**src/rtl/tdm_demux4.sv**
```systemverilog
// tdm_demux4: TDM serial-to-parallel demultiplexer with frame-sync tracking.
// Rebuilds NUM_CH-slot frames from a serial sample stream and flags misalignment.
//
// Ports:
//   clk, rst_n   clock, asynchronous active-low reset
//   din          serial sample for the current slot (DATA_W bits)
//   din_valid    din carries a sample this cycle
//   fsync        frame marker, high with the slot-0 sample
//   sel          slot index the next valid sample goes to
//   out          last complete frame, channel k at [k*DATA_W +: DATA_W]
//   frame_valid  one-cycle pulse when out is updated
//   locked       high while aligned to the frame marker
//   sync_err     one-cycle pulse on an alignment error
module tdm_demux4 #(
  parameter int NUM_CH = 4,
  parameter int SEL_W  = 2,
  parameter int DATA_W = 1
) (
  input  logic                     clk,
  input  logic                     rst_n,
  input  logic [DATA_W-1:0]        din,
  input  logic                     din_valid,
  input  logic                     fsync,
  output logic [SEL_W-1:0]         sel,
  output logic [NUM_CH*DATA_W-1:0] out,
  output logic                     frame_valid,
  output logic                     locked,
  output logic                     sync_err
);

  typedef enum logic {
    HUNT,
    LOCKED
  } state_t;

  localparam logic [SEL_W-1:0] LAST = SEL_W'(NUM_CH - 1);
  localparam logic [SEL_W-1:0] ONE  = SEL_W'(1);

  state_t                     r_state;
  logic [SEL_W-1:0]           r_sel;
  logic [NUM_CH*DATA_W-1:0]   r_shadow;
  logic [NUM_CH*DATA_W-1:0]   r_out;
  logic                       r_fv;
  logic                       r_err;
  logic                       r_locked;

  logic                       w_first;
  logic                       w_last;
  logic                       w_early;
  logic                       w_miss;
  logic [NUM_CH*DATA_W-1:0]   w_frame;

  assign w_first = (r_sel == '0);
  assign w_last  = (r_sel == LAST);
  assign w_early = fsync && !w_first;
  assign w_miss  = !fsync && w_first;

  // Completed frame: the final slot comes straight from din on the
  // same edge, so out never shows a stale last channel.
  always_comb begin
    w_frame = r_shadow;
    w_frame[(NUM_CH-1)*DATA_W +: DATA_W] = din;
  end

  always_ff @(posedge clk or negedge rst_n) begin
    if (!rst_n) begin
      r_state  <= HUNT;
      r_sel    <= '0;
      r_shadow <= '0;
      r_out    <= '0;
      r_fv     <= 1'b0;
      r_err    <= 1'b0;
      r_locked <= 1'b0;
    end else begin
      r_fv  <= 1'b0;
      r_err <= 1'b0;
      if (din_valid) begin
        unique case (r_state)
          HUNT: begin
            if (fsync) begin
              r_shadow[0 +: DATA_W] <= din;
              r_sel    <= ONE;
              r_state  <= LOCKED;
              r_locked <= 1'b1;
            end
          end
          LOCKED: begin
            unique case (1'b1)
              w_early: begin
                // Marker arrived mid-frame: restart the frame here.
                r_err <= 1'b1;
                r_shadow[0 +: DATA_W] <= din;
                r_sel <= ONE;
              end
              w_miss: begin
                r_err    <= 1'b1;
                r_sel    <= '0;
                r_state  <= HUNT;
                r_locked <= 1'b0;
              end
              default: begin
                r_shadow[int'(r_sel)*DATA_W +: DATA_W] <= din;
                r_sel <= r_sel + ONE;
                if (w_last) begin
                  r_out <= w_frame;
                  r_fv  <= 1'b1;
                end
              end
            endcase
          end
          default: begin
            r_state <= HUNT;
          end
        endcase
      end
    end
  end

  assign sel         = r_sel;
  assign out         = r_out;
  assign frame_valid = r_fv;
  assign locked      = r_locked;
  assign sync_err    = r_err;

endmodule

```
**config.mk**
```make
export PLATFORM = sky130hd
export DESIGN_NAME = tdm_demux4
export DESIGN_NICKNAME = d
export VERILOG_FILES = /design/src/rtl/tdm_demux4.sv
export SDC_FILE = /design/constraint.sdc
export NUM_CORES = 1
export LEC_CHECK = 0
export CORE_ASPECT_RATIO = 0.9
export CORE_MARGIN = 2
export CORE_UTILIZATION = 30
export DETAILED_ROUTE_END_ITERATION = 16
export GPL_ROUTABILITY_DRIVEN = 1
export PLACE_DENSITY = 0.61
export REMOVE_ABC_BUFFERS = 1
export SLEW_MARGIN = 30
export SYNTH_ARGS = -nofsm -noshare
export SYNTH_HDL_FRONTEND = slang
export SYNTH_SLANG_ARGS = --single-unit
export TNS_END_PERCENT = 5
```
**constraint.sdc**
```tcl
create_clock -name clk -period 2.5 [get_ports clk]
set_input_delay 0.5 -clock clk [delete_from_list [all_inputs] [get_ports clk]]
set_output_delay 0.5 -clock clk [all_outputs]
set_load 0.005 [all_outputs]
```
==> results of run 1 <==
## through the flow
stage	power (µW)	area [µm²]
after global routing	977	863
after global placement	772	837
after detailed placement	770	837
final	900	863
after floorplan	602	673
after CTS	914	863
## kinds of logic (layout without fill, tap and decap cells)
family	Yosys count	after routing	share of synthesized area, %
compound gates	13	13	13.2
fa+ha+maj	7	7	13.0
mux	4	4	8.92
simple gates	18	18	13.2
buf+inv	6	23	3.35
flops	13	13	48.3
## power groups by stage
stage | sequential (µW) | combinational (µW) | clock (µW)
6_report | 359 | 406 | 134
5_1_grt | 369 | 455 | 153
4_1_cts | 360 | 412 | 142
3_5_place_dp | 362 | 408 | 0
3_3_place_gp | 364 | 408 | 0
2_1_floorplan | 353 | 249 | 0
## final timing paths
check | start | end | cells past startpoint
setup / recovery | sel[0] | out[0] | 6
hold / removal | r_shadow[2] | r_shadow[2] | 2
setup reg to reg | sel[0] | out[0] | 6
hold reg to reg | r_shadow[2] | r_shadow[2] | 2
max in group asynchronous | rst_n | r_state | 1
min in group asynchronous | rst_n | r_shadow[2] | 1
## sequential cells by signal, indices dropped and copies added (netlist names)
signal and flops:
out 4, r_shadow 3, sel 2, frame_valid 1, locked 1, r_state 1
sync_err 1
## critical path: stages, from the launching register on
cell	delay [ns]
dfrtp_1	0.50
inv_1	0.14
ha_1	0.25
ha_1	0.35
and3_4	0.21
nand2_4	0.11
mux2_4	0.30
## cells in the final DEF, fill, tap and decap left out, types with 2 or more instances in the layout
master	Yosys	final
a21oi_1	2	2
clkbuf_4	0	3
clkdlybuf4s50_1	0	13
dfrtp_1	13	13
ha_1	7	7
inv_1	6	6
mux2_4	4	4
nand2_1	10	10
nor2_1	3	3
o21ai_0	4	4
## routing by layer
metal	wire (µm)	part of all wire, %	vias up	track usage (%)
li1	-	-	245	-
met1	576	47	217	13.0
met2	536	44	14	15.7
met3	82	6.7	4	6.75
met4	31	2.5	0	6.41
met5	0	0	-	0
## final cells by class
| class | count | share of cell area, % |
|---|---|---|
| clock buffer | 4 | 3.04 |
| inverter | 6 | 2.61 |
| multi-input combinational | 42 | 37.7 |
| sequential | 13 | 37.7 |
| tap | 27 | 3.91 |
| timing repair buffer | 13 | 15.1 |
==> flow_summary.html, run 1 <==
<table>
<tr><th>Metric</th><th>Value</th></tr>
<tr><th colspan="2">Final layout</th></tr>
<tr><td>Post-layout net count</td><td>91</td></tr>
<tr><td>Total area of multi-input combinational cells</td><td>325 µm²</td></tr>
<tr><td>Synthesis-to-finish area growth</td><td>28.3%</td></tr>
<tr><td>Layout cell share with drive strength beyond 1</td><td>12.8%</td></tr>
<tr><td>Core Util, Final</td><td>40.3%</td></tr>
<tr><td>Number of fill cells</td><td>207</td></tr>
<tr><td>Register Area</td><td>325 µm²</td></tr>
<tr><td>Number of antenna diodes</td><td>0</td></tr>
<tr><td>Final standard cell count with taps included and fillers excluded</td><td>105</td></tr>
<tr><th colspan="2">Placed design</th></tr>
<tr><td>Placed Instances</td><td>101</td></tr>
<tr><td>Worst slack, placed</td><td>0.305 ns</td></tr>
<tr><td>RD Place Congestion</td><td>0.732</td></tr>
<tr><td>Count of buffers inserted at the top-level ports</td><td>13</td></tr>
<tr><td>Dpl hpwl</td><td>897 µm</td></tr>
<tr><th colspan="2">Pwr</th></tr>
<tr><td>Clock group share of total power</td><td>14.9%</td></tr>
<tr><td>Share of power burned in combinational logic</td><td>45.2%</td></tr>
<tr><td>Peak ir drop on the vdd network</td><td>0.000430 V</td></tr>
<tr><td>Net switching share of the total power</td><td>35.4%</td></tr>
<tr><td>Cell Int Power</td><td>581 µW</td></tr>
<tr><td>Leakage power total</td><td>0.000433 µW</td></tr>
<tr><td>Total net switching power</td><td>318 µW</td></tr>
<tr><td>Pwr/cell area</td><td>1040 mW/mm²</td></tr>
<tr><td>Power share of the sequential group</td><td>39.9%</td></tr>
<tr><th colspan="2">Worst setup path</th></tr>
<tr><td>Kind of critical path</td><td>register to register</td></tr>
<tr><td>Worst endpoint required time</td><td>2.66 ns</td></tr>
<tr><td>Type of destination of the critical path</td><td>register</td></tr>
<tr><td>Startpoint types</td><td>register</td></tr>
<tr><td>Flop-to-flop setup slack</td><td>0.52 ns</td></tr>
<tr><td>CP Max Fanout</td><td>8</td></tr>
<tr><td>Arrival time at the worst endpoint</td><td>2.14 ns</td></tr>
<tr><th colspan="2">Drt</th></tr>
<tr><td>TritonRoute pass-1 iters</td><td>4</td></tr>
<tr><td>Total vias in the final route</td><td>480</td></tr>
<tr><td>Iter 0 DRT Violations</td><td>8</td></tr>
<tr><td>Average wire per cell in the routed design</td><td>11.7 µm</td></tr>
<tr><td>DRC errors left</td><td>0</td></tr>
<tr><td>Final routed wirelength across all metal layers</td><td>1230 µm</td></tr>
<tr><td>Mean number of vias per cell</td><td>4.57</td></tr>
<tr><td>Count of antenna-violating nets left after detailed routing</td><td>0</td></tr>
<tr><th colspan="2">STA</th></tr>
<tr><td>Worst slew slack as a fraction of its limit</td><td>61.9%</td></tr>
<tr><td>Final setup margin</td><td>0.523 ns</td></tr>
<tr><td>Min Tclk post-route</td><td>1.98 ns</td></tr>
<tr><td>Hold violation count in the final report</td><td>0</td></tr>
<tr><td>Worst Max-Slew Pin Slew</td><td>0.570 ns</td></tr>
<tr><td>Worst setup skew after layout</td><td>0.0127 ns</td></tr>
<tr><td>Pins over their slew limit</td><td>0</td></tr>
<tr><td>Worst hold slack</td><td>0.485 ns</td></tr>
<tr><td>Final critical-path share of the clock period</td><td>79.1%</td></tr>
<tr><td>Top achievable clock speed</td><td>506 MHz</td></tr>
<tr><td>Total negative slack for setup checks</td><td>0 ns</td></tr>
<tr><td>Unrepaired setup endpoints after global routing</td><td>no</td></tr>
<tr><td>Number of endpoints failing setup at the final stage</td><td>0</td></tr>
<tr><th colspan="2">Job</th></tr>
<tr><td>Count of max-cap constraint violations</td><td>0</td></tr>
<tr><th colspan="2">Synthesis</th></tr>
<tr><td>Post-synthesis average cell area</td><td>11.0 µm²</td></tr>
<tr><td>Post-synthesis instance total</td><td>61</td></tr>
<tr><td>Synth Cell Area</td><td>673 µm²</td></tr>
<tr><td>EDFF count, synth</td><td>0</td></tr>
<tr><td>Portion of synthesized cell area occupied by the leading cell type</td><td>48.3%</td></tr>
<tr><td>Async SR Flop Fraction</td><td>100%</td></tr>
<tr><td>Cell type contributing the most total cell area after synthesis</td><td>dfrtp_1</td></tr>
<tr><td>Most frequent cell after synthesis</td><td>dfrtp_1</td></tr>
<tr><td>Commonest register cell after synthesis</td><td>dfrtp_1</td></tr>
<tr><td>Post-synth cell types</td><td>20</td></tr>
<tr><td>Synth area leaders</td><td>dfrtp_1 (48%), ha_1 (13%), mux2_4 (8.9%)</td></tr>
<tr><td>Number of register bits inferred by synthesis</td><td>13</td></tr>
<tr><td>Synth warn</td><td>0</td></tr>
<tr><td>Post-synthesis sequential area ratio</td><td>48.3%</td></tr>
<tr><td>Ranking of synthesized cells by instance count</td><td>dfrtp_1 (13), nand2_1 (10), ha_1 (7)</td></tr>
<tr><th colspan="2">Outcome</th></tr>
<tr><td>Outcome</td><td>completed</td></tr>
<tr><th colspan="2">Global routing</th></tr>
<tr><td>Global-route wire length before repair</td><td>2000 µm</td></tr>
<tr><td>Largest net degree at the start of global routing</td><td>14</td></tr>
<tr><td>Vias in the first global route</td><td>445</td></tr>
<tr><td>Total global-route track usage</td><td>11.2%</td></tr>
<tr><td>Number of antenna violations at the first check in global routing</td><td>0</td></tr>
<tr><td>Gr ovfl total</td><td>0</td></tr>
<tr><th colspan="2">Clock network</th></tr>
<tr><td>Number of hold buffers added after CTS</td><td>0</td></tr>
<tr><td># Post-CTS Setup Buffers</td><td>0</td></tr>
<tr><td>CTS max path bufs</td><td>2</td></tr>
<tr><td>TritonCTS clock tree</td><td>done</td></tr>
<tr><td>Clock-pin slew reported for the worst setup and hold paths after clock tree synthesis</td><td>0.09 ns</td></tr>
<tr><td>Cell at the root of the clock tree</td><td>clkbuf_4</td></tr>
<tr><td>Number of CTS-inserted buffers</td><td>3</td></tr>
<tr><td>Resized Gates After CTS</td><td>0</td></tr>
<tr><td>Number of clock sinks</td><td>13</td></tr>
<tr><td>Worst-Skew Late Latency</td><td>0.29 ns</td></tr>
<tr><td>H-tree Lvls</td><td>1</td></tr>
<tr><th colspan="2">Die</th></tr>
<tr><td>IO Count</td><td>14</td></tr>
<tr><td>Horizontal die dimension</td><td>53.9 µm</td></tr>
<tr><td>Full die area</td><td>0.00264 mm²</td></tr>
<tr><td>Number of core rows</td><td>16</td></tr>
<tr><td>Effective utilization at floorplan</td><td>31.4%</td></tr>
<tr><td>DIE HEIGHT</td><td>48.9 µm</td></tr>
<tr><td>Core box area</td><td>0.00214 mm²</td></tr>
<tr><th colspan="2">Min path</th></tr>
<tr><td>Min-Delay Path Class</td><td>register to register</td></tr>
</table>
Note: power is estimated with default switching activity, not from simulation.
==> inputs of run 2 (changes only) <==
--- a/config.mk
+++ b/config.mk
@@ -10,7 +10,7 @@
 export CORE_UTILIZATION = 30
 export DETAILED_ROUTE_END_ITERATION = 16
 export GPL_ROUTABILITY_DRIVEN = 1
-export PLACE_DENSITY = 0.61
+export PLACE_DENSITY = 0.62
 export REMOVE_ABC_BUFFERS = 1
 export SLEW_MARGIN = 30
 export SYNTH_ARGS = -nofsm -noshare
==> constraint.sdc (replaced) <==
create_clock -name clk -period 1.6 [get_ports clk]
set_input_delay 0.32 -clock clk [delete_from_list [all_inputs] [get_ports clk]]
set_output_delay 0.32 -clock clk [all_outputs]
set_load 0.005 [all_outputs]
==> flow_summary.html, run 2 (synthesis results as in run 1) <==
<table>
<tr><th>Metric</th><th>Value</th></tr>
<tr><th colspan="2">Min path</th></tr>
<tr><td>Min-Delay Path Class</td><td>input pin to async pin</td></tr>
<tr><th colspan="2">Pwr</th></tr>
<tr><td>Power share of the sequential group</td><td>33.0%</td></tr>
<tr><td>Leakage power total</td><td>0.000509 µW</td></tr>
<tr><td>Clock group share of total power</td><td>12.2%</td></tr>
<tr><td>Share of power burned in combinational logic</td><td>54.8%</td></tr>
<tr><td>Pwr/cell area</td><td>1650 mW/mm²</td></tr>
<tr><td>Net switching share of the total power</td><td>33.7%</td></tr>
<tr><td>Cell Int Power</td><td>1080 µW</td></tr>
<tr><td>Total net switching power</td><td>548 µW</td></tr>
<tr><td>Peak ir drop on the vdd network</td><td>0.000688 V</td></tr>
<tr><th colspan="2">Final layout</th></tr>
<tr><td>Synthesis-to-finish area growth</td><td>46.7%</td></tr>
<tr><td>Total area of multi-input combinational cells</td><td>350 µm²</td></tr>
<tr><td>Number of fill cells</td><td>189</td></tr>
<tr><td>Layout cell share with drive strength beyond 1</td><td>29.7%</td></tr>
<tr><td>Post-layout net count</td><td>104</td></tr>
<tr><td>Largest register FFs</td><td>4</td></tr>
<tr><td>Core Util, Final</td><td>46.1%</td></tr>
<tr><td>Final standard cell count with taps included and fillers excluded</td><td>118</td></tr>
<tr><td>Most frequent cells in the layout</td><td>dfrtp_1 (13), buf_4 (13), clkdlybuf4s50_1 (11), nand2_1 (10), ha_1 (5)</td></tr>
<tr><td>Number of antenna diodes</td><td>0</td></tr>
<tr><td>Register Area</td><td>325 µm²</td></tr>
<tr><th colspan="2">Die</th></tr>
<tr><td>Full die area</td><td>0.00264 mm²</td></tr>
<tr><td>Horizontal die dimension</td><td>53.9 µm</td></tr>
<tr><td>DIE HEIGHT</td><td>48.9 µm</td></tr>
<tr><td>Core box area</td><td>0.00214 mm²</td></tr>
<tr><td>Number of core rows</td><td>16</td></tr>
<tr><td>IO Count</td><td>14</td></tr>
<tr><td>Effective utilization at floorplan</td><td>31.4%</td></tr>
<tr><th colspan="2">STA</th></tr>
<tr><td>Final critical-path share of the clock period</td><td>97.8%</td></tr>
<tr><td>Worst setup skew after layout</td><td>0.00494 ns</td></tr>
<tr><td>Worst slew slack as a fraction of its limit</td><td>76.0%</td></tr>
<tr><td>Worst hold slack</td><td>0.335 ns</td></tr>
<tr><td>Top achievable clock speed</td><td>639 MHz</td></tr>
<tr><td>Hold violation count in the final report</td><td>0</td></tr>
<tr><td>Worst Max-Slew Pin Slew</td><td>0.356 ns</td></tr>
<tr><td>Min Tclk post-route</td><td>1.57 ns</td></tr>
<tr><td>Total negative slack for setup checks</td><td>0 ns</td></tr>
<tr><td>Pins over their slew limit</td><td>0</td></tr>
<tr><td>Number of endpoints failing setup at the final stage</td><td>0</td></tr>
<tr><td>Final setup margin</td><td>0.0345 ns</td></tr>
<tr><td>Unrepaired setup endpoints after global routing</td><td>yes</td></tr>
<tr><th colspan="2">Global routing</th></tr>
<tr><td>Vias in the first global route</td><td>535</td></tr>
<tr><td>Gr ovfl total</td><td>0</td></tr>
<tr><td>Number of antenna violations at the first check in global routing</td><td>0</td></tr>
<tr><td>Global-route wire length before repair</td><td>2280 µm</td></tr>
<tr><td>Total global-route track usage</td><td>12.3%</td></tr>
<tr><td>Largest net degree at the start of global routing</td><td>14</td></tr>
<tr><th colspan="2">Clock network</th></tr>
<tr><td>Number of clock sinks</td><td>13</td></tr>
<tr><td>Number of CTS-inserted buffers</td><td>3</td></tr>
<tr><td>TritonCTS clock tree</td><td>done</td></tr>
<tr><td>CTS max path bufs</td><td>2</td></tr>
<tr><td>Cell at the root of the clock tree</td><td>clkbuf_4</td></tr>
<tr><td>Clock-pin slew reported for the worst setup and hold paths after clock tree synthesis</td><td>0.07 ns</td></tr>
<tr><td>Number of hold buffers added after CTS</td><td>0</td></tr>
<tr><td>H-tree Lvls</td><td>1</td></tr>
<tr><td>Worst-Skew Late Latency</td><td>0.28 ns</td></tr>
<tr><th colspan="2">Worst setup path</th></tr>
<tr><td>Startpoint types</td><td>input pin</td></tr>
<tr><td>Kind of critical path</td><td>input pin to register</td></tr>
<tr><td>CP Max Fanout</td><td>5</td></tr>
<tr><td>Arrival time at the worst endpoint</td><td>1.73 ns</td></tr>
<tr><td>Type of destination of the critical path</td><td>register</td></tr>
<tr><td>Worst endpoint required time</td><td>1.76 ns</td></tr>
<tr><th colspan="2">Drt</th></tr>
<tr><td>Final routed wirelength across all metal layers</td><td>1370 µm</td></tr>
<tr><td>DRC errors left</td><td>0</td></tr>
<tr><td>Total vias in the final route</td><td>539</td></tr>
<tr><td>TritonRoute pass-1 iters</td><td>4</td></tr>
<tr><td>Count of antenna-violating nets left after detailed routing</td><td>0</td></tr>
<tr><td>Iter 0 DRT Violations</td><td>9</td></tr>
<tr><td>Mean number of vias per cell</td><td>4.57</td></tr>
<tr><td>Average wire per cell in the routed design</td><td>11.6 µm</td></tr>
<tr><th colspan="2">Placed design</th></tr>
<tr><td>Count of buffers inserted at the top-level ports</td><td>13</td></tr>
<tr><td>RD Place Congestion</td><td>0.795</td></tr>
<tr><td>Worst slack, placed</td><td>-0.282 ns</td></tr>
<tr><td>Dpl hpwl</td><td>1030 µm</td></tr>
<tr><td>Placed Instances</td><td>112</td></tr>
<tr><th colspan="2">Job</th></tr>
<tr><td>Count of max-cap constraint violations</td><td>0</td></tr>
<tr><th colspan="2">Outcome</th></tr>
<tr><td>Outcome</td><td>completed</td></tr>
</table>
==> run 2: cell types whose count changed in the layout (fill, tap and decap cells not counted) <==
cell / delta
buf_4: +13
clkdlybuf4s50_1: -2
ha_1: -2
dlymetal6s2s_1: +1
inv_2: +2
dlygate4sd2_1: +1
ha_4: +2
inv_1: -2
==> run 2: worst paths after layout <==
check	depth (start not counted)	endpoint	slack, ns	start
worst max-delay path	6	out[2]	0.03	fsync
worst min-delay path	2	sel[1]	0.34	rst_n
worst max register to register	6	out[2]	0.05	sel[0]
worst min register to register	2	r_shadow[1]	0.50	r_shadow[1]
max in group asynchronous	2	frame_valid	1.10	rst_n
min in group clk	2	r_shadow[1]	0.50	r_shadow[1]
==> run 2: power groups by stage <==
| stage | sequential, µW | clock (µW) | combinational [µW] |
|---|---|---|---|
| finish | 537 | 199 | 891 |
| global route | 553 | 230 | 984 |
| CTS | 534 | 213 | 843 |
| detailed placement | 539 | 0 | 797 |
| global placement | 534 | 0 | 796 |
| floorplan | 552 | 0 | 388 |
==> run 2: worst max-delay path, cell delays in order <==
cell	delay (ns)
clkdlybuf4s50_1	0.48
inv_1	0.08
ha_4	0.27
and3_4	0.20
nand2_4	0.08
mux2_4	0.30
==> run 2: layout make-up <==
class	count	share of cell area (%)
Clock buffer	4	2.66
Inverter	6	2.28
Multi-Input combinational cell	42	35.5
Sequential cell	13	33.0
Tap cell	27	3.42
Timing Repair Buffer	26	23.2
==> run 2: timing repair <==
item	in CTS	in global routing
buffers inserted	1	1
pin swaps	3	2
endpoints found under the hold margin	0	0
endpoints found under the setup margin	6	6
resized for setup	4	3
==> run 2: layer usage <==
| layer | wire (µm) | up-vias | GRT usage, % |
|---|---|---|---|
| met3 | 76 | 4 | 4.91 |
| met1 | 623 | 251 | 14.8 |
| met5 | 0 | - | 0 |
| met4 | 40 | 0 | 8.55 |
| met2 | 634 | 13 | 17.5 |
| li1 | - | 271 | - |
==> run 2: stage by stage <==
stage / total power, µW / instance area, µm²
after floorplan: 940 / 673
after global placement: 1330 / 920
after detailed placement: 1340 / 920
after CTS: 1590 / 967
after global routing: 1770 / 987
final: 1630 / 987
==> inputs of run 3 (changes only) <==
--- a/config.mk
+++ b/config.mk
@@ -5,12 +5,12 @@
 export SDC_FILE = /design/constraint.sdc
 export NUM_CORES = 1
 export LEC_CHECK = 0
-export CORE_ASPECT_RATIO = 0.9
+export CORE_ASPECT_RATIO = 0.8
 export CORE_MARGIN = 2
 export CORE_UTILIZATION = 30
 export DETAILED_ROUTE_END_ITERATION = 16
 export GPL_ROUTABILITY_DRIVEN = 1
-export PLACE_DENSITY = 0.62
+export PLACE_DENSITY_LB_ADDON = 0.2
 export REMOVE_ABC_BUFFERS = 1
 export SLEW_MARGIN = 30
 export SYNTH_ARGS = -nofsm -noshare
==> flow_summary.html, run 3 (synthesis results as in run 1) <==
<table>
<tr><th>Metric</th><th>Value</th></tr>
<tr><th colspan="2">Outcome</th></tr>
<tr><td>Outcome</td><td>complete, but fails checks</td></tr>
<tr><td>Failing checks</td><td>setup timing</td></tr>
<tr><th colspan="2">Global routing</th></tr>
<tr><td>Gr ovfl total</td><td>0</td></tr>
<tr><td>Total global-route track usage</td><td>11.9%</td></tr>
<tr><td>Global-route wire length before repair</td><td>2230 µm</td></tr>
<tr><td>Largest net degree at the start of global routing</td><td>14</td></tr>
<tr><td>Vias in the first global route</td><td>492</td></tr>
<tr><td>Number of antenna violations at the first check in global routing</td><td>0</td></tr>
<tr><th colspan="2">Final layout</th></tr>
<tr><td>Number of fill cells</td><td>223</td></tr>
<tr><td>Layout cell share with drive strength beyond 1</td><td>29.7%</td></tr>
<tr><td>Synthesis-to-finish area growth</td><td>47.8%</td></tr>
<tr><td>Core Util, Final</td><td>46.5%</td></tr>
<tr><td>Post-layout net count</td><td>104</td></tr>
<tr><td>Most frequent cells in the layout</td><td>dfrtp_1 (13), buf_4 (12), clkdlybuf4s50_1 (11), nand2_1 (10), inv_1 (5)</td></tr>
<tr><td>Total area of multi-input combinational cells</td><td>353 µm²</td></tr>
<tr><td>Register Area</td><td>325 µm²</td></tr>
<tr><td>Number of antenna diodes</td><td>0</td></tr>
<tr><td>Largest register FFs</td><td>4</td></tr>
<tr><td>Final design area excluding fillers</td><td>995 µm²</td></tr>
<tr><td>Most frequent standard cell in the layout excluding fill and tap cells</td><td>dfrtp_1</td></tr>
<tr><th colspan="2">Clock network</th></tr>
<tr><td>Number of hold buffers added after CTS</td><td>0</td></tr>
<tr><td>Number of clock sinks</td><td>13</td></tr>
<tr><td>Worst-Skew Late Latency</td><td>0.27 ns</td></tr>
<tr><td>TritonCTS clock tree</td><td>done</td></tr>
<tr><td>CTS max path bufs</td><td>2</td></tr>
<tr><td>Number of CTS-inserted buffers</td><td>3</td></tr>
<tr><td>Cell at the root of the clock tree</td><td>clkbuf_4</td></tr>
<tr><td>Clock-pin slew reported for the worst setup and hold paths after clock tree synthesis</td><td>0.09 ns</td></tr>
<tr><td>H-tree Lvls</td><td>1</td></tr>
<tr><th colspan="2">STA</th></tr>
<tr><td>Final critical-path share of the clock period</td><td>100%</td></tr>
<tr><td>Final setup margin</td><td>-0.000754 ns</td></tr>
<tr><td>Min Tclk post-route</td><td>1.60 ns</td></tr>
<tr><td>Total negative slack for setup checks</td><td>-0.000754 ns</td></tr>
<tr><td>Pins over their slew limit</td><td>0</td></tr>
<tr><td>Unrepaired setup endpoints after global routing</td><td>yes</td></tr>
<tr><td>Worst Max-Slew Pin Slew</td><td>0.324 ns</td></tr>
<tr><td>Worst slew slack as a fraction of its limit</td><td>78.1%</td></tr>
<tr><td>Number of endpoints failing setup at the final stage</td><td>1</td></tr>
<tr><td>Hold violation count in the final report</td><td>0</td></tr>
<tr><td>Top achievable clock speed</td><td>625 MHz</td></tr>
<tr><td>Worst setup skew after layout</td><td>0.0111 ns</td></tr>
<tr><th colspan="2">Worst setup path</th></tr>
<tr><td>Worst endpoint required time</td><td>1.75 ns</td></tr>
<tr><td>Kind of critical path</td><td>register to register</td></tr>
<tr><td>Worst path cell trace</td><td>inv_2, ha_4, ha_4, and3_4, nand2_4, mux2_4</td></tr>
<tr><td>Arrival time at the worst endpoint</td><td>1.75 ns</td></tr>
<tr><td>Type of destination of the critical path</td><td>register</td></tr>
<tr><td>Most common cell type on the critical path</td><td>ha_4</td></tr>
<tr><td>Startpoint types</td><td>register</td></tr>
<tr><td>Cell type of the slowest stage on the worst timing path</td><td>dfrtp_1</td></tr>
<tr><td>Number of cell instances on the worst register-to-register path</td><td>6</td></tr>
<tr><td>CP Max Fanout</td><td>5</td></tr>
<tr><td>Maximum cell stage delay along the critical path</td><td>0.38 ns</td></tr>
<tr><th colspan="2">Pwr</th></tr>
<tr><td>Pwr/cell area</td><td>1640 mW/mm²</td></tr>
<tr><td>Peak ir drop on the vdd network</td><td>0.000808 V</td></tr>
<tr><td>Share of power burned in combinational logic</td><td>54.8%</td></tr>
<tr><td>Total net switching power</td><td>548 µW</td></tr>
<tr><td>Cell Int Power</td><td>1090 µW</td></tr>
<tr><td>Power share of the sequential group</td><td>32.8%</td></tr>
<tr><td>Clock group share of total power</td><td>12.3%</td></tr>
<tr><td>Leakage power total</td><td>0.000515 µW</td></tr>
<tr><td>Net switching share of the total power</td><td>33.5%</td></tr>
<tr><th colspan="2">Drt</th></tr>
<tr><td>Iter 0 DRT Violations</td><td>15</td></tr>
<tr><td>DRC errors left</td><td>0</td></tr>
<tr><td>TritonRoute pass-1 iters</td><td>4</td></tr>
<tr><td>Total vias in the final route</td><td>527</td></tr>
<tr><td>Final routed wirelength across all metal layers</td><td>1410 µm</td></tr>
<tr><td>Count of antenna-violating nets left after detailed routing</td><td>0</td></tr>
<tr><td>Mean number of vias per cell</td><td>4.54</td></tr>
<tr><td>Average wire per cell in the routed design</td><td>12.1 µm</td></tr>
<tr><th colspan="2">Die</th></tr>
<tr><td>Number of core rows</td><td>15</td></tr>
<tr><td>Horizontal die dimension</td><td>57.0 µm</td></tr>
<tr><td>Core box area</td><td>0.00214 mm²</td></tr>
<tr><td>DIE HEIGHT</td><td>46.4 µm</td></tr>
<tr><td>IO Count</td><td>14</td></tr>
<tr><td>Full die area</td><td>0.00264 mm²</td></tr>
<tr><td>Effective utilization at floorplan</td><td>31.5%</td></tr>
<tr><th colspan="2">Placed design</th></tr>
<tr><td>Count of buffers inserted at the top-level ports</td><td>13</td></tr>
<tr><td>Placed Area</td><td>917 µm²</td></tr>
<tr><td>Dpl hpwl</td><td>1030 µm</td></tr>
<tr><td>Worst slack, placed</td><td>-0.291 ns</td></tr>
<tr><td>RD Place Congestion</td><td>0.747</td></tr>
<tr><th colspan="2">Min path</th></tr>
<tr><td>Min-Delay Path Class</td><td>input pin to async pin</td></tr>
<tr><th colspan="2">Job</th></tr>
<tr><td>Count of max-cap constraint violations</td><td>0</td></tr>
</table>
==> run 3: cell count changes in the layout (fill, tap and decap cells not counted), sizes merged <==
| cell | delta |
|---|---|
| dlygate4sd2 | -1 |
| dlymetal6s2s | +1 |
==> run 3: power by group through the flow <==
stage	sequential, µW	clock [µW]	combinational, µW
3_3_place_gp	539	0	797
2_1_floorplan	552	0	388
4_1_cts	533	215	867
6_report	536	202	896
3_5_place_dp	540	0	797
5_1_grt	556	234	987
==> run 3: layer usage <==
layer  track usage (%)  wire (µm)  vias to the layer above
met3              5.62         78                        2
met2              17.5        590                       13
met5                 0          0                        -
li1                  -          -                      271
met4              4.19         11                        0
met1              15.5        726                      241
==> run 3: cell type report <==
type,instances,share of cell area (%)
timing repair buffer,26,23.8
multi-input combinational,42,35.5
inverter,6,2.26
tap,25,3.14
sequential,13,32.7
clock buffer,4,2.64
==> run 3: worst max-delay path, delay by kind of cell, from the launching register on <==
family / cells / cell delay (ns)
adder cells (fa/ha/maj): 2 / 0.43
flip-flops: 1 / 0.38
multiplexers: 1 / 0.30
AND/OR/NAND/NOR: 2 / 0.29
buffers and inverters: 1 / 0.07
==> run 3: what timing repair did <==
action	in CTS	in global routing
endpoints found under the setup margin	5	7
endpoints found under the hold margin	0	0
resized for setup	3	6
pin swaps	1	1
setup buffers	0	2
==> run 3: final timing paths <==
kind | startpoint | end | slack (ns)
hold / removal | rst_n | sel[1] | 0.34
setup reg to reg | sel[0] | out[2] | -0.0008
hold reg to reg | r_shadow[2] | r_shadow[2] | 0.49
setup / recovery | sel[0] | out[2] | -0.0008
max in group asynchronous | rst_n | out[0] | 1.09
min in group clk | r_shadow[2] | r_shadow[2] | 0.49
==> run 3: stage by stage <==
| step | instances | power [µW] | hold WS [ns] |
|---|---|---|---|
| final | 116 | 1630 | 0.338 |
| after global routing | 116 | 1780 | 0.338 |
| after CTS | 114 | 1610 | 0.337 |
| after detailed placement | 110 | 1340 | 0.473 |
| after global placement | 110 | 1340 | 0.476 |
| after floorplan | 61 | 940 | 0.0244 |
